[config.mk]
export PLATFORM = sky130hd
export DESIGN_NAME = draw_scheduler_flat
export DESIGN_NICKNAME = d
export VERILOG_FILES = /design/src/rtl/draw_scheduler_if.sv /design/src/rtl/draw_scheduler.sv /design/src/flat_wrapper.sv
export SDC_FILE = /design/constraint.sdc
export NUM_CORES = 1
export LEC_CHECK = 0
export BUFFER_PORTS_ARGS = -buffer_cell sky130_fd_sc_hd__buf_2
export CORE_ASPECT_RATIO = 0.9
export CORE_MARGIN = 5
export CORE_UTILIZATION = 39
export CTS_CLUSTER_SIZE = 8
export DETAILED_ROUTE_END_ITERATION = 6
export PLACE_DENSITY = 0.86
export SLEW_MARGIN = 15
export SYNTH_ARGS = -nofsm -noshare
export SYNTH_HDL_FRONTEND = slang
export SYNTH_SLANG_ARGS = --single-unit
[constraint.sdc]
create_clock -name clk -period 2.4 [get_ports clk]
set_clock_uncertainty 0.2 [all_clocks]
set_input_delay 0.36 -clock clk [delete_from_list [all_inputs] [get_ports clk]]
set_output_delay 0.36 -clock clk [all_outputs]
set_load 0.02 [all_outputs]
[src/rtl/draw_scheduler_if.sv]
// Engine-side bus between the draw scheduler and one pixel engine.
// The scheduler holds the master modport: it issues start and consumes
// done plus the engine's ROM address and pixel-write bus. The engine
// holds the slave modport.
interface draw_scheduler_if #(
    parameter int ADDR_W = 16,
    parameter int RGB_W  = 24
);
    logic              start;
    logic              done;
    logic [ADDR_W-1:0] rom_addr;
    logic              plot;
    logic [7:0]        x;
    logic [6:0]        y;
    logic [RGB_W-1:0]  colour;

    modport master (
        output start,
        input  done,
        input  rom_addr,
        input  plot,
        input  x,
        input  y,
        input  colour
    );

    modport slave (
        input  start,
        output done,
        output rom_addr,
        output plot,
        output x,
        output y,
        output colour
    );
endinterface

[src/rtl/draw_scheduler.sv]
// Per-frame sequencer and bus owner for the map and player-tile engines.
// Each frame tick runs the map engine to completion, then the tile engine.
// Only the engine in its phase may reach the shared ROM port and the
// VGA write port. Each run phase has a watchdog; aborted phases leave a
// sticky error bit, and ticks arriving while busy are counted as overruns.
module draw_scheduler #(
    parameter logic [19:0] TIMEOUT_CYCLES = 20'd100000,
    parameter int          ADDR_W         = 16,
    parameter int          RGB_W          = 24
) (
    input  logic               clk,
    input  logic               reset,
    input  logic               frame_tick,
    draw_scheduler_if.master   map,
    draw_scheduler_if.master   tile,
    output logic [ADDR_W-1:0]  rom_address,
    output logic               plot,
    output logic [7:0]         x,
    output logic [6:0]         y,
    output logic [RGB_W-1:0]   colour,
    output logic               busy,
    output logic [7:0]         overrun_count,
    output logic [1:0]         timeout_err
);

    localparam logic [2:0] IDLE       = 3'd0;
    localparam logic [2:0] MAP_START  = 3'd1;
    localparam logic [2:0] MAP_RUN    = 3'd2;
    localparam logic [2:0] TILE_START = 3'd3;
    localparam logic [2:0] TILE_RUN   = 3'd4;

    logic [2:0]  state;
    logic [2:0]  state_next;
    logic [19:0] watchdog;
    logic [19:0] watchdog_next;
    logic [1:0]  timeout_err_next;
    logic        watchdog_expired;

    // The last permitted RUN cycle is the one where the watchdog reads TIMEOUT_CYCLES-1.
    assign watchdog_expired = (watchdog == TIMEOUT_CYCLES - 20'd1);

    // Next-state, watchdog and error-flag computation.
    always_comb begin
        // NOTE: every variable gets a default first so no path leaves it unassigned, which would infer a latch.
        state_next       = state;
        watchdog_next    = 20'd0;
        timeout_err_next = timeout_err;
        case (state)
            IDLE: begin
                if (frame_tick) state_next = MAP_START;
            end
            MAP_START: begin
                state_next = MAP_RUN;
            end
            MAP_RUN: begin
                if (map.done) begin
                    state_next = TILE_START;
                end else if (watchdog_expired) begin
                    timeout_err_next[0] = 1'b1;
                    state_next          = TILE_START;
                end else begin
                    watchdog_next = watchdog + 20'd1;
                end
            end
            TILE_START: begin
                state_next = TILE_RUN;
            end
            TILE_RUN: begin
                if (tile.done) begin
                    state_next = IDLE;
                end else if (watchdog_expired) begin
                    timeout_err_next[1] = 1'b1;
                    state_next          = IDLE;
                end else begin
                    watchdog_next = watchdog + 20'd1;
                end
            end
            default: begin
                state_next = IDLE;
            end
        endcase
    end

    // State, watchdog and sticky error registers.
    always_ff @(posedge clk or posedge reset) begin
        if (reset) begin
            // NOTE: sequential state uses non-blocking assignments so every register samples pre-edge values.
            state       <= IDLE;
            watchdog    <= 20'd0;
            timeout_err <= 2'b00;
        end else begin
            state       <= state_next;
            watchdog    <= watchdog_next;
            timeout_err <= timeout_err_next;
        end
    end

    // Count ticks dropped while busy, saturating at 255.
    always_ff @(posedge clk or posedge reset) begin
        if (reset) begin
            overrun_count <= 8'd0;
        end else if (frame_tick && (state != IDLE) && (overrun_count != 8'hFF)) begin
            overrun_count <= overrun_count + 8'd1;
        end
    end

    // Start pulses are one cycle long because each START state lasts exactly one cycle.
    assign map.start  = (state == MAP_START);
    assign tile.start = (state == TILE_START);
    assign busy       = (state != IDLE);

    // Grant mux: only the engine owning the current phase reaches the shared ports.
    always_comb begin
        rom_address = '0;
        plot        = 1'b0;
        x           = 8'd0;
        y           = 7'd0;
        colour      = '0;
        case (state)
            MAP_START, MAP_RUN: begin
                rom_address = map.rom_addr;
                plot        = map.plot;
                x           = map.x;
                y           = map.y;
                colour      = map.colour;
            end
            TILE_START, TILE_RUN: begin
                rom_address = tile.rom_addr;
                plot        = tile.plot;
                x           = tile.x;
                y           = tile.y;
                colour      = tile.colour;
            end
            default: ;
        endcase
    end

endmodule

[src/flat_wrapper.sv]
// flat-port wrapper written by rule: the top's interface ports become plain ports
module draw_scheduler_flat 
#(
    parameter logic [19:0] TIMEOUT_CYCLES = 20'd100000,
    parameter int          ADDR_W         = 16,
    parameter int          RGB_W          = 24
)
  (clk, reset, frame_tick, rom_address, plot, x, y, colour, busy, overrun_count, timeout_err, map_start, map_done, map_rom_addr, map_plot, map_x, map_y, map_colour, tile_start, tile_done, tile_rom_addr, tile_plot, tile_x, tile_y, tile_colour);
  draw_scheduler_if #(.ADDR_W(ADDR_W), .RGB_W(RGB_W)) map_i ();
  draw_scheduler_if #(.ADDR_W(ADDR_W), .RGB_W(RGB_W)) tile_i ();
  input  logic clk;
  input  logic reset;
  input  logic frame_tick;
  output logic [ADDR_W-1:0] rom_address;
  output logic plot;
  output logic [7:0] x;
  output logic [6:0] y;
  output logic [RGB_W-1:0] colour;
  output logic busy;
  output logic [7:0] overrun_count;
  output logic [1:0] timeout_err;
  output wire logic [$bits(map_i.start)-1:0] map_start;
  input wire logic [$bits(map_i.done)-1:0] map_done;
  input wire logic [$bits(map_i.rom_addr)-1:0] map_rom_addr;
  input wire logic [$bits(map_i.plot)-1:0] map_plot;
  input wire logic [$bits(map_i.x)-1:0] map_x;
  input wire logic [$bits(map_i.y)-1:0] map_y;
  input wire logic [$bits(map_i.colour)-1:0] map_colour;
  output wire logic [$bits(tile_i.start)-1:0] tile_start;
  input wire logic [$bits(tile_i.done)-1:0] tile_done;
  input wire logic [$bits(tile_i.rom_addr)-1:0] tile_rom_addr;
  input wire logic [$bits(tile_i.plot)-1:0] tile_plot;
  input wire logic [$bits(tile_i.x)-1:0] tile_x;
  input wire logic [$bits(tile_i.y)-1:0] tile_y;
  input wire logic [$bits(tile_i.colour)-1:0] tile_colour;
  assign map_start = map_i.start;
  assign map_i.done = map_done;
  assign map_i.rom_addr = map_rom_addr;
  assign map_i.plot = map_plot;
  assign map_i.x = map_x;
  assign map_i.y = map_y;
  assign map_i.colour = map_colour;
  assign tile_start = tile_i.start;
  assign tile_i.done = tile_done;
  assign tile_i.rom_addr = tile_rom_addr;
  assign tile_i.plot = tile_plot;
  assign tile_i.x = tile_x;
  assign tile_i.y = tile_y;
  assign tile_i.colour = tile_colour;
  draw_scheduler #(.TIMEOUT_CYCLES(TIMEOUT_CYCLES), .ADDR_W(ADDR_W), .RGB_W(RGB_W)) u_core (.clk(clk), .reset(reset), .frame_tick(frame_tick), .map(map_i), .tile(tile_i), .rom_address(rom_address), .plot(plot), .x(x), .y(y), .colour(colour), .busy(busy), .overrun_count(overrun_count), .timeout_err(timeout_err));
endmodule
==> After elaboration in Yosys (flattened, before gate mapping) <==
Cells that the tools add are included.
{ "totals": {"memories": 0, "output_inout_bits": 69, "mem_bits_ro": 0, "reg_bits": 33, "mem_bits_rw": 0, "latch_bits": 0, "word_cells": 42} }
{ "classes": {"n_mul": 0, "eq_ne": 9, "reduce_logical": 9, "n_shift": 0, "muxes": 15, "n_div": 0, "addsub": 2, "order_cmp": 0, "bitwise_logic": 2} }
{ "ops": {"columns": ["operator", "n"], "rows": [
  ["two-way mux 20 bit", 3],
  ["one-hot mux 24 bit (2 select lines)", 1],
  ["one-hot mux 20 bit (2 select lines)", 1],
  ["one-hot mux 16 bit (2 select lines)", 1],
  ["adder 20 x 1 -> 20 bit, second input constant", 1],
  ["== test 20 x 17 -> 1 bit, second input constant", 1],
  ["one-hot mux 8 bit (2 select lines)", 1],
  ["two-way mux 3 bit", 5],
  ["one-hot mux 3 bit (5 select lines)", 1],
  ["one-hot mux 7 bit (2 select lines)", 1],
  ["AND reduction 3 bit", 3],
  ["adder 8 x 1 -> 8 bit, second input constant", 1],
  ["inequality test 8 bit, second input constant", 1],
  ["== test 3 x 2 -> 1 bit, second input constant", 2],
  ["inequality test 3 x 2 -> 1 bit, second input constant", 2],
  ["OR reduction 2 bit", 2],
  ["== test 3 x 1 -> 1 bit, second input constant", 1],
  ["== test 3 bit, second input constant", 1],
  ["logical NOT 3 bit", 1],
  ["nonzero test 3 bit", 1],
  ["logical AND 1 bit", 2],
  ["inequality test 2 bit, second input constant", 1],
  ["inverter 1 bit", 2],
  ["one-hot mux 1 bit (2 select lines)", 1]
]} }

==> Longest topological paths before layout <==
Gate-level depths: netlist of run 1.
{ "depth": {"depth_word": 4, "depth_mapped": 7, "mapped_depth_nobuf": 5} }

==> Worst setup path before layout of run 1 <==
No wires, ideal clock.
{ "synth_timing": {"path_type": "reg-to-output", "start": "register u_core.state[2]", "end": "output port colour[0]", "path_stages_with_launch": 7, "setup_slack_ps": 148, "t_arrival_ps": 1692, "n_path_buf": 3, "required_time_ps": 1840, "cell_sequence": "dfrtp_1 clkbuf_2 and3b_1 a21o_1 buf_2 buf_1 a22o_1"} }
{ "synth_between": {"elab_chain_cells": 3, "elab_cells_between_ends": 7} }
{ "synth_lines": {"columns": ["element", "line_no", "rtl"], "rows": [
  ["from (decl)", "draw_scheduler.sv:32", "logic [2:0] state;"],
  ["from (signal assigned)", "draw_scheduler.sv:92", "state <= state_next;"],
  ["== test 3 x 2 -> 1 bit", null, null],
  ["via tile_start", "flat_wrapper.sv:29", "output wire logic [$bits(tile_i.start)-1:0] tile_start;"],
  ["OR reduction 2 bit", "draw_scheduler.sv:119", "case (state)"],
  ["one-hot mux 24 bit (2 select lines)", "draw_scheduler.sv:119", null],
  ["to (decl)", "flat_wrapper.sv:18", "output logic [RGB_W-1:0] colour;"]
]} }
The timed path passes the listed nets, and every way through them passes these cells.

==> Worst setup path after layout of run 1 <==
{ "layout_timing": {"start": "register u_core.state[0]", "end": "output port x[2]"} }
{ "layout_between": {"elab_chain_cells": 3, "elab_cells_between_ends": 7} }
{ "layout_lines": {"columns": ["element", "line_no", "rtl"], "rows": [
  ["== test 3 x 2 -> 1 bit, or another cell as far along", "draw_scheduler.sv:119", null],
  ["OR reduction 2 bit", "draw_scheduler.sv:119", null],
  ["one-hot mux 8 bit (2 select lines) (*)", "draw_scheduler.sv:119", null],
  ["to (decl)", "flat_wrapper.sv:16", "output logic [7:0] x;"]
]} }
Mark *: on every way between the ends. The rest lies on a longest branch, timed or not.

==> results.yml, run 1 <==
clock_network:
  cts_tree: "built"
  cts_root_buf: "clkbuf_8"
  cts_sinks: 33
  htree_num_levels: 2
  numCtsBuffers: 5
  cts.clk_slew.worst_paths_ns: 0.07
  cts_max_path_buffers: 2
  worstSkewPairLatency_ns: 0.29
logic_synthesis:
  yosys.area.top_type: "dfrtp_1"
  syn_avg_cell_area_um2: 9.61
  synth_most_common_cell: "a22o_1"
  synth_area_leaders: "dfrtp_1, a22o_1, xnor2_1"
  ys_ff_latch: 33
  synth_edf_count: 0
  synth_top_flop_cell: "dfrtp_1"
  yosysSeqAreaShare: 0.374
  synthCells: 230
  netlist-cell-type-count: 36
  synth.top_cell.area_share: 0.374
  async_flop_share: 1.00
  netlist_area_mm2: 0.00221
  syn-num-nets: 349
  ys_warn_count: 0
  synth_common_cells: "a22o_1, dfrtp_1, nor2_1"
timing:
  fin_setup_tns_ns: -0.00527
  layout_min_cycle_time_ns: 2.41
  max_freq_ghz: 0.416
  maxSlewHeadroom: 0.715
  period_share: 1.00
  worst_slack_ns: -0.00527
  finalHoldViolations: 0
  slew_violations: 0
  finalSetupViolations: 1
  rsz0062_at_grt: "yes"
  tightestPinTransition_ns: 0.426
drt:
  drc: 0
  drt_wl_total_mm: 9.66
  vias: 2766
  antenna_left: 0
  first_pass_iters: 5
  dr.first_iter.drc_count: 120
  wl_per_cell_um: 19.6
  vias_per_cell: 5.61
power_and_ir_drop:
  clockPowerShare: 0.098
  finalPower_mw: 5.59
  p_leak_nw: 1.86
  p_sw_mw: 2.84
  ir_worst_vdd_mv: 1.15
  power_frac_comb: 0.765
  p_sw_frac: 0.508
  p_int_mw: 2.75
  power.density_mw_per_mm2: 1570
  seq_power_share: 0.137
floorplanning:
  start_util: 0.395
  coreArea_mm2: 0.00560
  pin_count: 186
  die_w_um: 89.3
  die_area_mm2: 0.00727
  num_rows: 26
  dieHeight_um: 81.4
global_route:
  grt-ovfl-total: 0
  grt_pass1_wl_mm: 13.3
  grt_max_degree: 34
  grt_pass1_vias: 2538
  grt_use_total: 0.245
  antenna_found_initial: 0
layout:
  area_growth_pct: 61.4
  antennaDiodeCount: 0
  fin_util: 0.637
  drive_above_1_share: 0.530
  final_nets: 541
  final_cells: 493
critical_path:
  path_class: "register to output pin"
  worstSetupStartpointType: "register"
  cp-end-kind: "output pin"
  cp_max_fo: 15
  required_ns: 1.84
  cp.arrival_ns: 1.85
  worstSetupStartpoint: "u_core.state[0]"
  timing.rr.start: "u_core.watchdog[0]"
hold_path:
  min_from: "frame_tick"
  hold_class: "primary input to register"
flow_run:
  maxCapViolations: 0
status:
  status: "complete, but fails checks"
  violations: "setup timing"
placement:
  dp_hpwl_mm: 6.89
  io_buffer_count: 185
  place.gp.congestion: 0.830
  placedCellCount: 474
-- power by group through the flow --
stage	combinational (mW)	sequential [mW]	clock [mW]
after floorplan	2.42	0.767	0
after global placement	3.46	0.748	0
after detailed placement	3.50	0.754	0
after CTS	3.89	0.783	0.552
after global routing	4.48	0.781	0.572
final	4.28	0.766	0.551
-- cell usage in the layout (no fill, tap or decap), types with 3 or more instances in the layout --
cell and n:
nand2_1 8, o31ai_1 5, a21o_4 4, buf_4 11, and3_1 3, inv_1 4, buf_6 7, dfrtp_1 31
nor4_1 4, nor2_4 5, and4_1 3, or3_1 4, a21o_1 4, buf_2 177, clkbuf_8 6, a21oi_1 6
or4_1 4, xnor2_1 10, nand4_1 11, nor2_1 17, nand3_1 9, a22o_4 3, xor2_1 9, a22o_1 53
-- flip-flops by register name, indices dropped and copies added, names as in the netlist --
| signal | cells |
|---|---|
| u_core.overrun_count | 8 |
| u_core.state | 3 |
| u_core.timeout_err | 2 |
| u_core.watchdog | 20 |
-- final cells by class --
cell class	count	area, um2
Sequential cell	33	828
Fill cell	461	2030
Timing Repair Buffer	198	1100
Inverter	4	15.0
Multi-Input combinational cell	180	1420
Clock buffer	7	86.3
Tap cell	70	87.6
Clock inverter	1	30.0
-- critical path: stages (launching register included) --
cell     delay, ns
dfrtp_2       0.49
xnor2_4       0.39
nor2_4        0.08
buf_12        0.16
a22o_1        0.26
buf_2         0.17
-- what timing repair did --
| item | in CTS | in global routing |
|---|---|---|
| gates resized for setup | 11 | 21 |
| setup endpoints to repair | 56 | 45 |
| hold buffers | 1 | 0 |
| pin swaps | 4 | 6 |
| buffers inserted | 1 | 3 |
| gates cloned | 5 | 1 |
| hold endpoints to repair | 33 | 0 |
-- path summary, 6_finish.rpt --
check / endpoint / slack (ns) / depth (start not counted)
hold reg to reg: u_core.timeout_err[1] / 0.28 / 1
min in group asynchronous: u_core.overrun_count[4] / 0.50 / 4
max in group asynchronous: u_core.state[0] / 1.19 / 4
setup reg to reg: u_core.watchdog[9] / 0.31 / 6
setup / recovery: x[2] / -0.005 / 5
hold / removal: u_core.state[0] / 0.14 / 2
-- routing by layer --
metal | routed length [um] | global-route usage
met5 | 0 | 0
met4 | 129 | 0.0640
met3 | 568 | 0.0371
met2 | 5170 | 0.423
met1 | 3790 | 0.318
-- through the flow --
step	cell area, um2	setup WS [ns]	hold slack, ns
floorplan	2210	0.148	0.269
global placement	3200	-0.148	0.243
detailed placement	3200	-0.219	0.255
CTS	3440	0.00232	0.142
global route	3570	-0.0316	0.140
finish	3570	-0.00527	0.140
-- logic make-up (layout without fill, tap and decap cells) --
kind of cell | Yosys count | in the layout | share of synthesized area
AND/OR/NAND/NOR | 74 | 77 | 0.186
buffers and inverters | 23 | 210 | 0.0498
flip-flops | 33 | 33 | 0.374
XOR/XNOR | 20 | 20 | 0.0793
multiplexers | 1 | 1 | 0.00510
adder cells (fa/ha/maj) | 2 | 2 | 0.0113
AO/OA/AOI/OAI | 77 | 80 | 0.294
(Power assumes the default switching activity.)
==> run 2, diff against run 1 <==
- CORE_ASPECT_RATIO: 0.9 -> 1.75
- SLEW_MARGIN: 15 -> not set
==> run 2 against run 1 <==
Compared with the run above:
- the flow now finishes without violations
- clock-buffer cell count decreased by 1
- first-iteration DRC count increased to 3.0 times the previous value
- critical path depth unchanged
- flip-flop and latch count unchanged
- sequential power increased by 2.9%
==> results.yml, run 2 (same netlist as run 1, synthesis figures left out) <==
floorplanning:
  die_area_mm2: 0.00733
  start_util: 0.399
  die_w_um: 66.9
  dieHeight_um: 110
  coreArea_mm2: 0.00554
  num_rows: 36
  pin_count: 186
layout:
  antennaDiodeCount: 0
  final_cell_mix: "buf_2, a22o_1, dfrtp_1"
  largest_reg_flops: 20
  final_common_cell: "buf_2"
  final_cell_area_mm2: 0.00353
  final_nets: 547
  largest_registers: "u_core.watchdog: 20 flops, u_core.overrun_count: 8 flops, u_core.state: 3 flops"
  drive_above_1_share: 0.531
  max_flop_register: "u_core.watchdog"
  area_growth_pct: 59.9
timing:
  slew_violations: 0
  max_freq_ghz: 0.422
  finalHoldViolations: 0
  maxSlewHeadroom: 0.704
  finalSetupViolations: 0
  layout_min_cycle_time_ns: 2.37
  fin_setup_tns_ns: 0
  tightestPinTransition_ns: 0.444
  period_share: 0.986
drt:
  drt_wl_total_mm: 11.3
  first_pass_iters: 5
  antenna_left: 0
  vias: 3008
  vias_per_cell: 5.96
  dr.first_iter.drc_count: 363
  wl_per_cell_um: 22.4
  drc: 0
global_route:
  grt_max_degree: 34
  grt_pass1_vias: 2940
  grt_use_total: 0.283
  antenna_found_initial: 1
  grt-ovfl-total: 0
  grt_pass1_wl_mm: 15.1
critical_path:
  path_cells: "xnor2_4 -> nor2_4 -> buf_12 -> a22o_1 -> buf_4"
  worstSetupStartpointType: "register"
  cp-end-kind: "output pin"
  cp_max_fo: 15
  cp.arrival_ns: 1.81
  ff2ff_path_depth: 6
  required_ns: 1.84
  path_class: "register to output pin"
  slowest_delay_ns: 0.48
  slowest_stage: "dfrtp_2"
placement:
  io_buffer_count: 185
  dp_hpwl_mm: 7.58
  place.gp.congestion: 0.905
  placed_cell_area_mm2: 0.00318
clock_network:
  cts_root_buf: "clkbuf_8"
  cts_max_path_buffers: 2
  cts.clk_slew.worst_paths_ns: 0.07
  cts_tree: "built"
  cts_sinks: 33
  numCtsBuffers: 5
  worstSkewPairLatency_ns: 0.29
  htree_num_levels: 2
hold_path:
  hold_class: "primary input to register"
  worstHoldPathCells: 2
status:
  status: "finished clean"
power_and_ir_drop:
  p_leak_nw: 1.86
  power.density_mw_per_mm2: 1520
  ir_worst_vdd_mv: 1.09
flow_run:
  maxCapViolations: 0
[run 2: changes by cell type in the layout (fill, tap and decap cells not counted), moves of 2 or more]
cell	before	now
buf_4	11	13
buf_2	177	184
a22o_1	53	56
clkinv_2	0	2
buf_6	7	0
a22o_4	3	0
a21o_4	4	7
[run 2: power breakdown]
part,internal [mW],switching (mW),total [mW]
combinational,1.63,2.55,4.18
clock,0.201,0.206,0.407
sequential,0.649,0.139,0.788
[run 2: path summary, 6_finish.rpt]
check                                     endpoint  slack [ns]                   from
max                                     colour[20]        0.03        u_core.state[1]
min                                u_core.state[0]        0.15             frame_tick
max reg2reg                    u_core.watchdog[19]        0.13     u_core.watchdog[0]
min reg2reg                  u_core.timeout_err[1]        0.26  u_core.timeout_err[1]
max in group asynchronous          u_core.state[2]        1.18                  reset
min in group asynchronous  u_core.overrun_count[3]        0.49                  reset
[run 2: repair_timing]
item | in CTS | in global routing
hold buffers | 1 | 0
buffers inserted | 0 | 8
endpoints found under the hold margin | 33 | 0
pin swaps | 2 | 3
endpoints found under the setup margin | 56 | 71
resized for setup | 11 | 10
cloned | 5 | 6
[run 2: layer usage]
layer  wire length [um]  part of all wire  GRT usage
met1               3770              0.33      0.333
met2               5480              0.48      0.461
met3               1610              0.14      0.104
met4                453             0.040      0.112
met5                  9           0.00080          0
[run 2: worst max-delay path, delay by kind of cell (launching register included)]
kind	cells	cell delay [ns]
flops	1	0.48
buf+inv	2	0.33
simple gates	1	0.07
xor+xnor	1	0.39
compound gates	1	0.24
[run 2: cell type report]
| class | instances | area, um2 |
|---|---|---|
| Clock inverter | 2 | 10.0 |
| Multi-Input combinational cell | 185 | 1460 |
| Inverter | 4 | 15.0 |
| Fill cell | 479 | 2010 |
| Tap cell | 76 | 95.1 |
| Clock buffer | 6 | 72.6 |
| Sequential cell | 33 | 832 |
| Timing Repair Buffer | 199 | 1050 |
[run 2: metrics by stage]
step | total power [mW] | hold slack (ns) | instances | utilization | worst slack [ns]
2_1_floorplan | 3.18 | 0.269 | 230 | - | 0.148
3_3_place_gp | 4.13 | 0.239 | 477 | 0.574 | -0.112
3_5_place_dp | 4.19 | 0.253 | 477 | 0.574 | -0.166
4_1_cts | 4.96 | 0.148 | 491 | 0.608 | -0.0115
5_1_grt | 5.64 | 0.159 | 505 | 0.638 | -0.00604
6_report | 5.37 | 0.154 | 505 | 0.638 | 0.0330
==> run 3, diff against run 2 <==
- ABC_CLOCK_PERIOD_IN_PS: not set -> 2400
- SETUP_SLACK_MARGIN: not set -> 0.2
==> run 3 against run 2 <==
Compared with the run above:
- the flow now finishes with violations (setup timing)
- setup slack worse by 0.13 ns
- fmax shrank 5.1%
- largest cell class is now non-clock buffers
- worst hold slack worse by 0.039 ns
- flip-flop and latch count unchanged
==> results.yml, run 3 (same netlist as run 1, synthesis figures left out) <==
status:
  status: "complete, but fails checks"
  violations: "setup timing"
power_and_ir_drop:
  p_sw_frac: 0.461
  power_frac_comb: 0.833
  p_int_mw: 3.75
  seq_power_share: 0.107
  power.density_mw_per_mm2: 1720
  ir_worst_vdd_mv: 1.17
  finalPower_mw: 6.96
  p_leak_nw: 2.01
  p_sw_mw: 3.21
  clockPowerShare: 0.060
hold_path:
  hold_class: "primary input to register"
timing:
  layout_min_cycle_time_ns: 2.49
  slew_violations: 0
  max_freq_ghz: 0.401
  worst_slack_ns: -0.0939
  period_share: 1.04
  fin_setup_tns_ns: -3.86
  holdWs_ns: 0.115
  maxSlewHeadroom: 0.695
  finalHoldViolations: 0
  rsz0062_at_grt: "yes"
  finalSetupViolations: 56
  tightestPinTransition_ns: 0.453
floorplanning:
  dieHeight_um: 110
  coreArea_mm2: 0.00554
  pin_count: 186
  die_w_um: 66.9
  start_util: 0.399
  num_rows: 36
  die_area_mm2: 0.00733
drt:
  drc: 0
  vias_per_cell: 6.01
  dr.first_iter.drc_count: 350
  drt_wl_total_mm: 12.3
  antenna_left: 0
  first_pass_iters: 5
  wl_per_cell_um: 24.0
  vias: 3095
placement:
  dp_hpwl_mm: 7.58
  io_buffer_count: 185
  place.gp.congestion: 0.873
  placedCellCount: 479
layout:
  largest_reg_flops: 20
  fin_util: 0.732
  largest_registers: "u_core.watchdog: 20 flops, u_core.overrun_count: 8 flops, u_core.state: 3 flops"
  final_nets: 556
  drive_above_1_share: 0.543
  final_common_cell: "buf_2"
  final_cells: 515
  area_growth_pct: 83.5
  final_cell_mix: "buf_2, buf_6, a22o_1"
  max_flop_register: "u_core.watchdog"
clock_network:
  cts_tree: "built"
  cts_root_buf: "clkbuf_8"
  worstSkewPairLatency_ns: 0.30
  cts_sinks: 33
  numCtsBuffers: 5
  cts.clk_slew.worst_paths_ns: 0.08
  cts_max_path_buffers: 2
  htree_num_levels: 2
critical_path:
  slowest_delay_ns: 0.40
  worstSetupStartpointType: "register"
  cp.arrival_ns: 1.93
  required_ns: 1.84
  cp_max_fo: 8
  crit_top_cell: "buf_6"
  path_class: "register to output pin"
  slowest_stage: "dfrtp_2"
  cp-end-kind: "output pin"
  path_cells: "buf_6 -> and3b_2 -> a21o_4 -> buf_12 -> buf_16 -> a22o_1 -> buf_6"
global_route:
  grt_max_degree: 34
  grt_use_total: 0.311
  grt_pass1_vias: 3035
  grt-ovfl-total: 0
  antenna_found_initial: 1
  grt_pass1_wl_mm: 16.5
flow_run:
  maxCapViolations: 0
==> run 3: cell count changes in the layout (fill, tap and decap cells not counted), moves of 2 or more <==
| cell | before | now |
|---|---|---|
| buf_12 | 1 | 6 |
| buf_6 | 0 | 66 |
| a21o_4 | 7 | 1 |
| clkbuf_16 | 0 | 2 |
| buf_2 | 184 | 129 |
| buf_4 | 13 | 10 |
==> run 3: power by group through the flow <==
stage                     combinational, mW  sequential [mW]  clock [mW]
after floorplan                        2.42            0.767           0
final                                  5.80            0.744       0.415
after global routing                   6.03            0.754       0.433
after CTS                              5.24            0.738       0.408
after global placement                 3.45            0.732           0
after detailed placement               3.51            0.738           0
==> run 3: final cells by class <==
cell class | count | area, um2
multi-input cells | 178 | 1360
flip-flops and latches | 33 | 830
repair buffers | 215 | 1670
diodes | 1 | 2.50
inverters | 4 | 15.0
fillers | 388 | 1490
clock buffers | 6 | 72.6
clock inverters | 2 | 10.0
well taps | 76 | 95.1
==> run 3: through the flow <==
stage          cell area, um2  setup WS (ns)
2_1_floorplan            2210          0.272
3_3_place_gp             3210        -0.0151
3_5_place_dp             3210        -0.0641
4_1_cts                  3890        -0.0401
5_1_grt                  4060         -0.126
6_report                 4060        -0.0939
==> run 3: path summary, 6_finish.rpt <==
kind / start / to / slack, ns / cells after the start
worst max-delay path: u_core.state[2] / x[2] / -0.09 / 7
worst min-delay path: frame_tick / u_core.state[0] / 0.11 / 2
worst max register to register: u_core.state[1] / u_core.watchdog[3] / 0.28 / 7
worst min register to register: u_core.timeout_err[1] / u_core.timeout_err[1] / 0.27 / 1
max in group asynchronous: reset / u_core.watchdog[3] / 1.16 / 4
min in group asynchronous: reset / u_core.overrun_count[5] / 0.50 / 4
==> run 3: what timing repair did <==
action / CTS / global route
hold endpoints to repair: 33 / 0
resized for setup: 133 / 10
hold buffers: 1 / 0
setup endpoints to repair: 56 / 76
cloned: 4 / 3
setup buffers: 12 / 7
pin swaps: 21 / 15
==> run 3: critical path, delay by kind of cell (launching register included) <==
kind | cells | cell delay [ns]
flip-flops | 1 | 0.40
buffers and inverters | 4 | 0.55
AND/OR/NAND/NOR | 1 | 0.23
AO/OA/AOI/OAI | 2 | 0.44
==> run 3: layer usage <==
metal | part of all wire | up-vias | track usage
met2 | 0.51 | 282 | 0.529
met3 | 0.12 | 45 | 0.0849
met1 | 0.33 | 1463 | 0.378
met5 | 0 | - | 0
met4 | 0.035 | 0 | 0.0958
li1 | - | 1305 | -
